## src/rtl/binary_game_pkg.sv

```systemverilog
// Shared types and constants for the binary counting game controller.
package binary_game_pkg;
  localparam int         DIGIT_W   = 4;
  localparam logic [7:0] LFSR_SEED = 8'hA5;
  localparam logic [7:0] LFSR_TAPS = 8'b1011_1000;

  typedef enum logic [2:0] {IDLE, LOAD, SHOW, HIT, MISS, OVER} state_e;

  // Fibonacci step: shift left, feedback is the parity of the tapped bits.
  function automatic logic [7:0] lfsr_step(input logic [7:0] l);
    return {l[6:0], ^(l & LFSR_TAPS)};
  endfunction
endpackage

```

## src/rtl/game_tick_gen.sv

```systemverilog
// Game tick divider; restart re-phases it so a tick lands TICK_DIV cycles after a state entry.
module game_tick_gen #(
  parameter int TICK_DIV = 10_000_000
) (
  input  logic clk,
  input  logic rst_n,
  input  logic restart,
  output logic tick
);
  localparam int            CW   = (TICK_DIV > 1) ? $clog2(TICK_DIV) : 1;
  localparam logic [CW-1:0] LAST = CW'(TICK_DIV - 1);

  logic [CW-1:0] cnt_q, cnt_d;

  assign tick = (cnt_q == LAST);

  always_comb begin
    cnt_d = cnt_q + CW'(1);
    if (restart || tick) cnt_d = '0;
  end

  always_ff @(posedge clk or negedge rst_n) begin
    if (!rst_n) cnt_q <= '0;
    else        cnt_q <= cnt_d;
  end
endmodule

```

## src/rtl/binary_game_controller.sv

```systemverilog
// Round sequencer for the "count in binary" game: random target, timed match, scoring.
module binary_game_controller
  import binary_game_pkg::*;
#(
  parameter int TICK_DIV     = 10_000_000,
  parameter int ROUND_TICKS  = 10,
  parameter int RESULT_TICKS = 2,
  parameter int ROUNDS       = 9,
  parameter int MATCH_HOLD   = 1000
) (
  input  logic               clk,
  input  logic               rst_n,
  input  logic [DIGIT_W-1:0] sw,
  input  logic               start,
  output logic [DIGIT_W-1:0] digit,
  output logic               blank,
  output logic               led_hit,
  output logic               led_miss,
  output logic [3:0]         score,
  output logic [3:0]         round_num,
  output logic [3:0]         time_left,
  output logic               busy
);
  localparam int            MW        = $clog2(MATCH_HOLD + 1);
  localparam int            RW        = $clog2(RESULT_TICKS + 1);
  localparam logic [MW-1:0] HOLD_LAST = MW'(MATCH_HOLD - 1);
  localparam logic [RW-1:0] RES_LAST  = RW'(RESULT_TICKS - 1);

  logic [DIGIT_W-1:0] sw_m_q, sw_s_q;
  logic               start_m_q, start_s_q, start_r_q, start_p;
  logic [7:0]         lfsr_q, lfsr_d;
  state_e             state_q, state_d;
  logic [DIGIT_W-1:0] target_q, target_d;
  logic [3:0]         score_q, score_d, round_q, round_d, time_q, time_d;
  logic [MW-1:0]      match_q, match_d;
  logic [RW-1:0]      res_q, res_d;
  logic [DIGIT_W-1:0] digit_q, digit_d;
  logic               blank_q, blank_d, hit_q, hit_d, miss_q, miss_d, busy_q, busy_d;
  logic               tick, restart;
  logic               sw_eq;

  assign start_p = start_s_q & ~start_r_q;
  assign sw_eq   = (sw_s_q == target_q);
  assign restart = (state_d != state_q);
  assign lfsr_d  = lfsr_step(lfsr_q);

  game_tick_gen #(.TICK_DIV(TICK_DIV)) u_tick (
    .clk     (clk),
    .rst_n   (rst_n),
    .restart (restart),
    .tick    (tick)
  );

  always_comb begin
    state_d  = state_q;
    target_d = target_q;
    score_d  = score_q;
    round_d  = round_q;
    time_d   = time_q;
    match_d  = match_q;
    res_d    = res_q;
    unique case (state_q)
      IDLE, OVER: begin
        if (start_p) begin
          score_d = '0;
          round_d = 4'd1;
          state_d = LOAD;
        end
      end
      LOAD: begin
        // Never pick the value already on the switches: that would be a free hit.
        target_d = (lfsr_q[3:0] == sw_s_q) ? (lfsr_q[3:0] ^ 4'h1) : lfsr_q[3:0];
        time_d   = 4'(ROUND_TICKS);
        match_d  = '0;
        state_d  = SHOW;
      end
      SHOW: begin
        match_d = sw_eq ? match_q + MW'(1) : '0;
        if (tick) time_d = time_q - 4'd1;
        if (sw_eq && match_q == HOLD_LAST) begin
          score_d = (score_q == 4'hF) ? score_q : score_q + 4'd1;
          state_d = HIT;
        end else if (tick && time_q == 4'd1) begin
          state_d = MISS;
        end
      end
      HIT, MISS: begin
        if (tick) begin
          if (res_q == RES_LAST) begin
            if (round_q == 4'(ROUNDS)) state_d = OVER;
            else begin
              round_d = round_q + 4'd1;
              state_d = LOAD;
            end
          end else begin
            res_d = res_q + RW'(1);
          end
        end
      end
      default: state_d = IDLE;
    endcase
    if (restart)           res_d  = '0;
    if (state_d != SHOW)   time_d = '0;
  end

  // Outputs are decoded from next-state values so they register in step with the FSM.
  always_comb begin
    digit_d = '0;
    blank_d = 1'b1;
    busy_d  = 1'b0;
    unique case (state_d)
      SHOW, HIT, MISS: begin
        digit_d = target_d;
        blank_d = 1'b0;
        busy_d  = 1'b1;
      end
      OVER: begin
        digit_d = score_d;
        blank_d = 1'b0;
      end
      default: ;
    endcase
    hit_d  = (state_d == HIT);
    miss_d = (state_d == MISS);
  end

  always_ff @(posedge clk or negedge rst_n) begin
    if (!rst_n) begin
      sw_m_q    <= '0;
      sw_s_q    <= '0;
      start_m_q <= 1'b0;
      start_s_q <= 1'b0;
      start_r_q <= 1'b0;
      lfsr_q    <= LFSR_SEED;
      state_q   <= IDLE;
      target_q  <= '0;
      score_q   <= '0;
      round_q   <= '0;
      time_q    <= '0;
      match_q   <= '0;
      res_q     <= '0;
      digit_q   <= '0;
      blank_q   <= 1'b1;
      hit_q     <= 1'b0;
      miss_q    <= 1'b0;
      busy_q    <= 1'b0;
    end else begin
      sw_m_q    <= sw;
      sw_s_q    <= sw_m_q;
      start_m_q <= start;
      start_s_q <= start_m_q;
      start_r_q <= start_s_q;
      lfsr_q    <= lfsr_d;
      state_q   <= state_d;
      target_q  <= target_d;
      score_q   <= score_d;
      round_q   <= round_d;
      time_q    <= time_d;
      match_q   <= match_d;
      res_q     <= res_d;
      digit_q   <= digit_d;
      blank_q   <= blank_d;
      hit_q     <= hit_d;
      miss_q    <= miss_d;
      busy_q    <= busy_d;
    end
  end

  assign digit     = digit_q;
  assign blank     = blank_q;
  assign led_hit   = hit_q;
  assign led_miss  = miss_q;
  assign score     = score_q;
  assign round_num = round_q;
  assign time_left = time_q;
  assign busy      = busy_q;
endmodule

```

## config.mk

```make
export PLATFORM = sky130hd
export DESIGN_NAME = binary_game_controller
export DESIGN_NICKNAME = d
export VERILOG_FILES = /design/src/rtl/binary_game_pkg.sv /design/src/rtl/game_tick_gen.sv /design/src/rtl/binary_game_controller.sv
export SDC_FILE = /design/constraint.sdc
export NUM_CORES = 1
export LEC_CHECK = 0
export ABC_CLOCK_PERIOD_IN_PS = 2900
export CORE_MARGIN = 8
export CORE_UTILIZATION = 51
export CTS_BUF_LIST = sky130_fd_sc_hd__clkbuf_8
export CTS_CLUSTER_SIZE = 20
export DETAILED_ROUTE_END_ITERATION = 7
export GPL_ROUTABILITY_DRIVEN = 0
export PLACE_DENSITY = 0.81
export SLEW_MARGIN = 20
export SYNTH_ARGS = -nofsm -noshare
export SYNTH_HDL_FRONTEND = slang
export SYNTH_SLANG_ARGS = --single-unit
```

## constraint.sdc

```tcl
create_clock -name clk -period 2.9 [get_ports clk]
set_input_delay 0.435 -clock clk [delete_from_list [all_inputs] [get_ports clk]]
set_output_delay 0.435 -clock clk [all_outputs]
set_load 0.05 [all_outputs]
```

==> results by group <==
Global route
  • Largest net degree at the start of global routing: 83
  • First-pass GRT wire length: 14.0 mm
  • Initial antenna violation count: 0
  • Grt met3 use: 3.97%
  • Met2 Use GR: 25.1%
  • Gr busiest metal: met2
  • Gr ovfl total: 0
  • Vias in the first global route: 2910
  • Met1 usage: 19.8%
  • All-layer global routing usage: 15.6%

Clock network
  • CTS tree: yes
  • Post-CTS setup buffers: 0
  • Clock Pin Slew Worst Setup and Hold Paths: 100 ps
  • Num CTS Buffers: 9
  • CTS Sinks: 82
  • Clock latency at the later pin of the worst-skew pair: 370 ps
  • Clock root buffer: clkbuf_8
  • H-tree Lvls: 3
  • Max clock buf depth: 2

Yosys
  • Ys async rst share: 100%
  • Top FF cell, synth: dfrtp_1
  • Synth area leader: dfrtp_1
  • Post-Syn Instances: 383
  • EDFF count, synth: 0
  • Mapped cell area: 3990 µm²
  • Synth top cells by count: dfrtp_1, nor2_1, nand2_1, nor3_1, o21ai_0
  • Most instantiated library cell after synthesis: dfrtp_1
  • Average size of a mapped cell: 10.4 µm²
  • Yosys reg bits: 82
  • YS warnings: 0
  • Post-synthesis net count: 398
  • Register area share after synthesis: 51.6%
  • Main area contributors after synthesis: dfrtp_1, xnor2_1, xor2_1
  • Yosys cell types: 59
  • Post-synth top area share: 48.3%

Drt
  • Residual DRC: 0
  • Via count: 2967
  • DR pass1 iterations: 5
  • Routed WL per cell: 15.9 µm
  • DRT iter0 DRCs: 156
  • Vias per cell: 5.68
  • Routed WL: 8.29 mm
  • Post-DRT Antenna Nets: 0

Timing
  • Period minus WS final: 2720 ps
  • Final WS setup: 177 ps
  • RSZ-0062 raised after global routing: false
  • Worst-case clock skew: 13.7 ps
  • Final Max Tran Viols: 0
  • Final Hold Fails: 0
  • Measured slew at the worst slew-check pin: 759 ps
  • Worst slew margin: 49.1%
  • Total negative slack: 0 ps
  • Final Setup Violations: 0
  • Final critical-path share of the clock period: 93.9%
  • Max Fclk: 367 MHz
  • Min Hold Slack: 361 ps

Status
  • Outcome: completed

Floorplanning
  • Initial Util: 52.2%
  • Die W: 104 µm
  • Die area: 10900 µm²
  • Boundary Pins: 27
  • FP Rows: 32
  • Die Span Y: 104 µm
  • Core Area: 7650 µm²

Placed design
  • IO Port Bufs: 26
  • HPWL after DPL: 5.70 mm
  • DP Worst Slack: 159 ps

Worst hold path
  • Hold Startpoint: sw_m_q[2]
  • Hold Crit Class: reg -> reg

Cells and area
  • Share of layout cells above drive strength 1: 11.7%
  • Nets: 430
  • Antenna fix cells: 0
  • Area growth from synthesis to layout: 15.2%

Power and ir drop
  • Power density cells: 586 nW/µm²
  • Max VDD drop: 0.370 mV
  • Leak: 0.00193 µW

Setup path
  • WS Path Type: reg -> reg
  • Critical Path Start: u_tick.cnt_q[0]
  • Critical path endpoint category: flop
  • R2r startpoint: u_tick.cnt_q[0]
  • CP arrival: 2910 ps
  • Startpoint Class: flop
  • Worst-path fanout max: 6
  • Req. time, crit path: 3090 ps

Job
  • Max_cap viols: 0
-- where the power goes --
group | internal, µW | total (µW) | switching (µW)
Combinational | 188 | 553 | 365
Clock | 343 | 835 | 491
Sequential | 1220 | 1300 | 81.7
-- final cells by class --
cell class,count,area (µm²)
multi-input cells,279,1840
repair buffers,31,318
fillers,603,3050
clock inverters,7,81.3
flip-flops and latches,82,2060
well taps,102,128
inverters,12,45.0
clock buffers,9,124
-- timing repair --
| item | 4_1_cts | 5_1_grt |
|---|---|---|
| gates resized for setup | 0 | 1 |
| setup endpoints to repair | 0 | 2 |
| hold buffers | 0 | 1 |
| endpoints found under the hold margin | 0 | 18 |
-- registers in the layout, indices dropped and copies added (netlist names) --
name and count:
round_num 4, led_miss 1, score 4, state_q 3, blank 1, start_r_q 1
busy 1, u_tick.cnt_q 24, start_s_q 1, lfsr_q 8, res_q 2, target_q 4
led_hit 1, time_left 4, sw_m_q 4, digit 4, match_q 10, sw_s_q 4
start_m_q 1
-- cell usage in the layout (no fill, tap or decap), types with 9 or more instances in the layout --
cell             count
clkdlybuf4s50_1     25
o21ai_0             20
xnor2_1             19
inv_1               11
clkbuf_8             9
nand2_1             33
nor3_1              21
nor2_1              39
a21oi_1              9
nand3_1             14
xor2_1              19
dfrtp_1             77
-- cells by family (layout without fill, tap and decap cells) --
group / Yosys count / count (layout) / share of synthesized area, %
simple gates: 163 / 163 / 22.0
fa+ha+maj: 8 / 8 / 2.51
compound gates: 63 / 63 / 11.2
flops: 82 / 82 / 51.6
xor+xnor: 38 / 38 / 8.34
mux: 7 / 7 / 2.01
buf+inv: 22 / 59 / 2.32
-- final timing paths --
check / end / slack [ps] / cells past startpoint
min reg2reg: sw_s_q[2] / 360 / 0
max in group asynchronous: lfsr_q[7] / 1780 / 3
max: busy / 180 / 7
min in group asynchronous: match_q[2] / 480 / 2
min: sw_s_q[2] / 360 / 0
max reg2reg: busy / 180 / 7
-- critical path, cell delays in order, from the launching register on --
cell	delay, ps
dfrtp_1	420
ha_1	250
nand3_1	150
or4_4	610
nor3_1	270
o21ai_0	320
nor2_2	330
o21ai_0	190
-- layer usage --
layer	share of wire [%]	vias up
met3	4.8	9
li1	-	1432
met1	46	1441
met4	0.88	0
met2	49	85
met5	0	-
-- per-stage QoR --
| step | cells | util [%] | area [µm²] | power [µW] |
|---|---|---|---|---|
| 6_report | 522 | 60.1 | 4600 | 2690 |
| 5_1_grt | 522 | 60.1 | 4600 | 2840 |
| 4_1_cts | 520 | 59.6 | 4560 | 2700 |
| 3_5_place_dp | 504 | 56.9 | 4350 | 1870 |
| 3_3_place_gp | 504 | 56.9 | 4350 | 1860 |
| 2_1_floorplan | 383 | - | 3990 | 1720 |
Note: power is estimated with default switching activity, not from simulation.
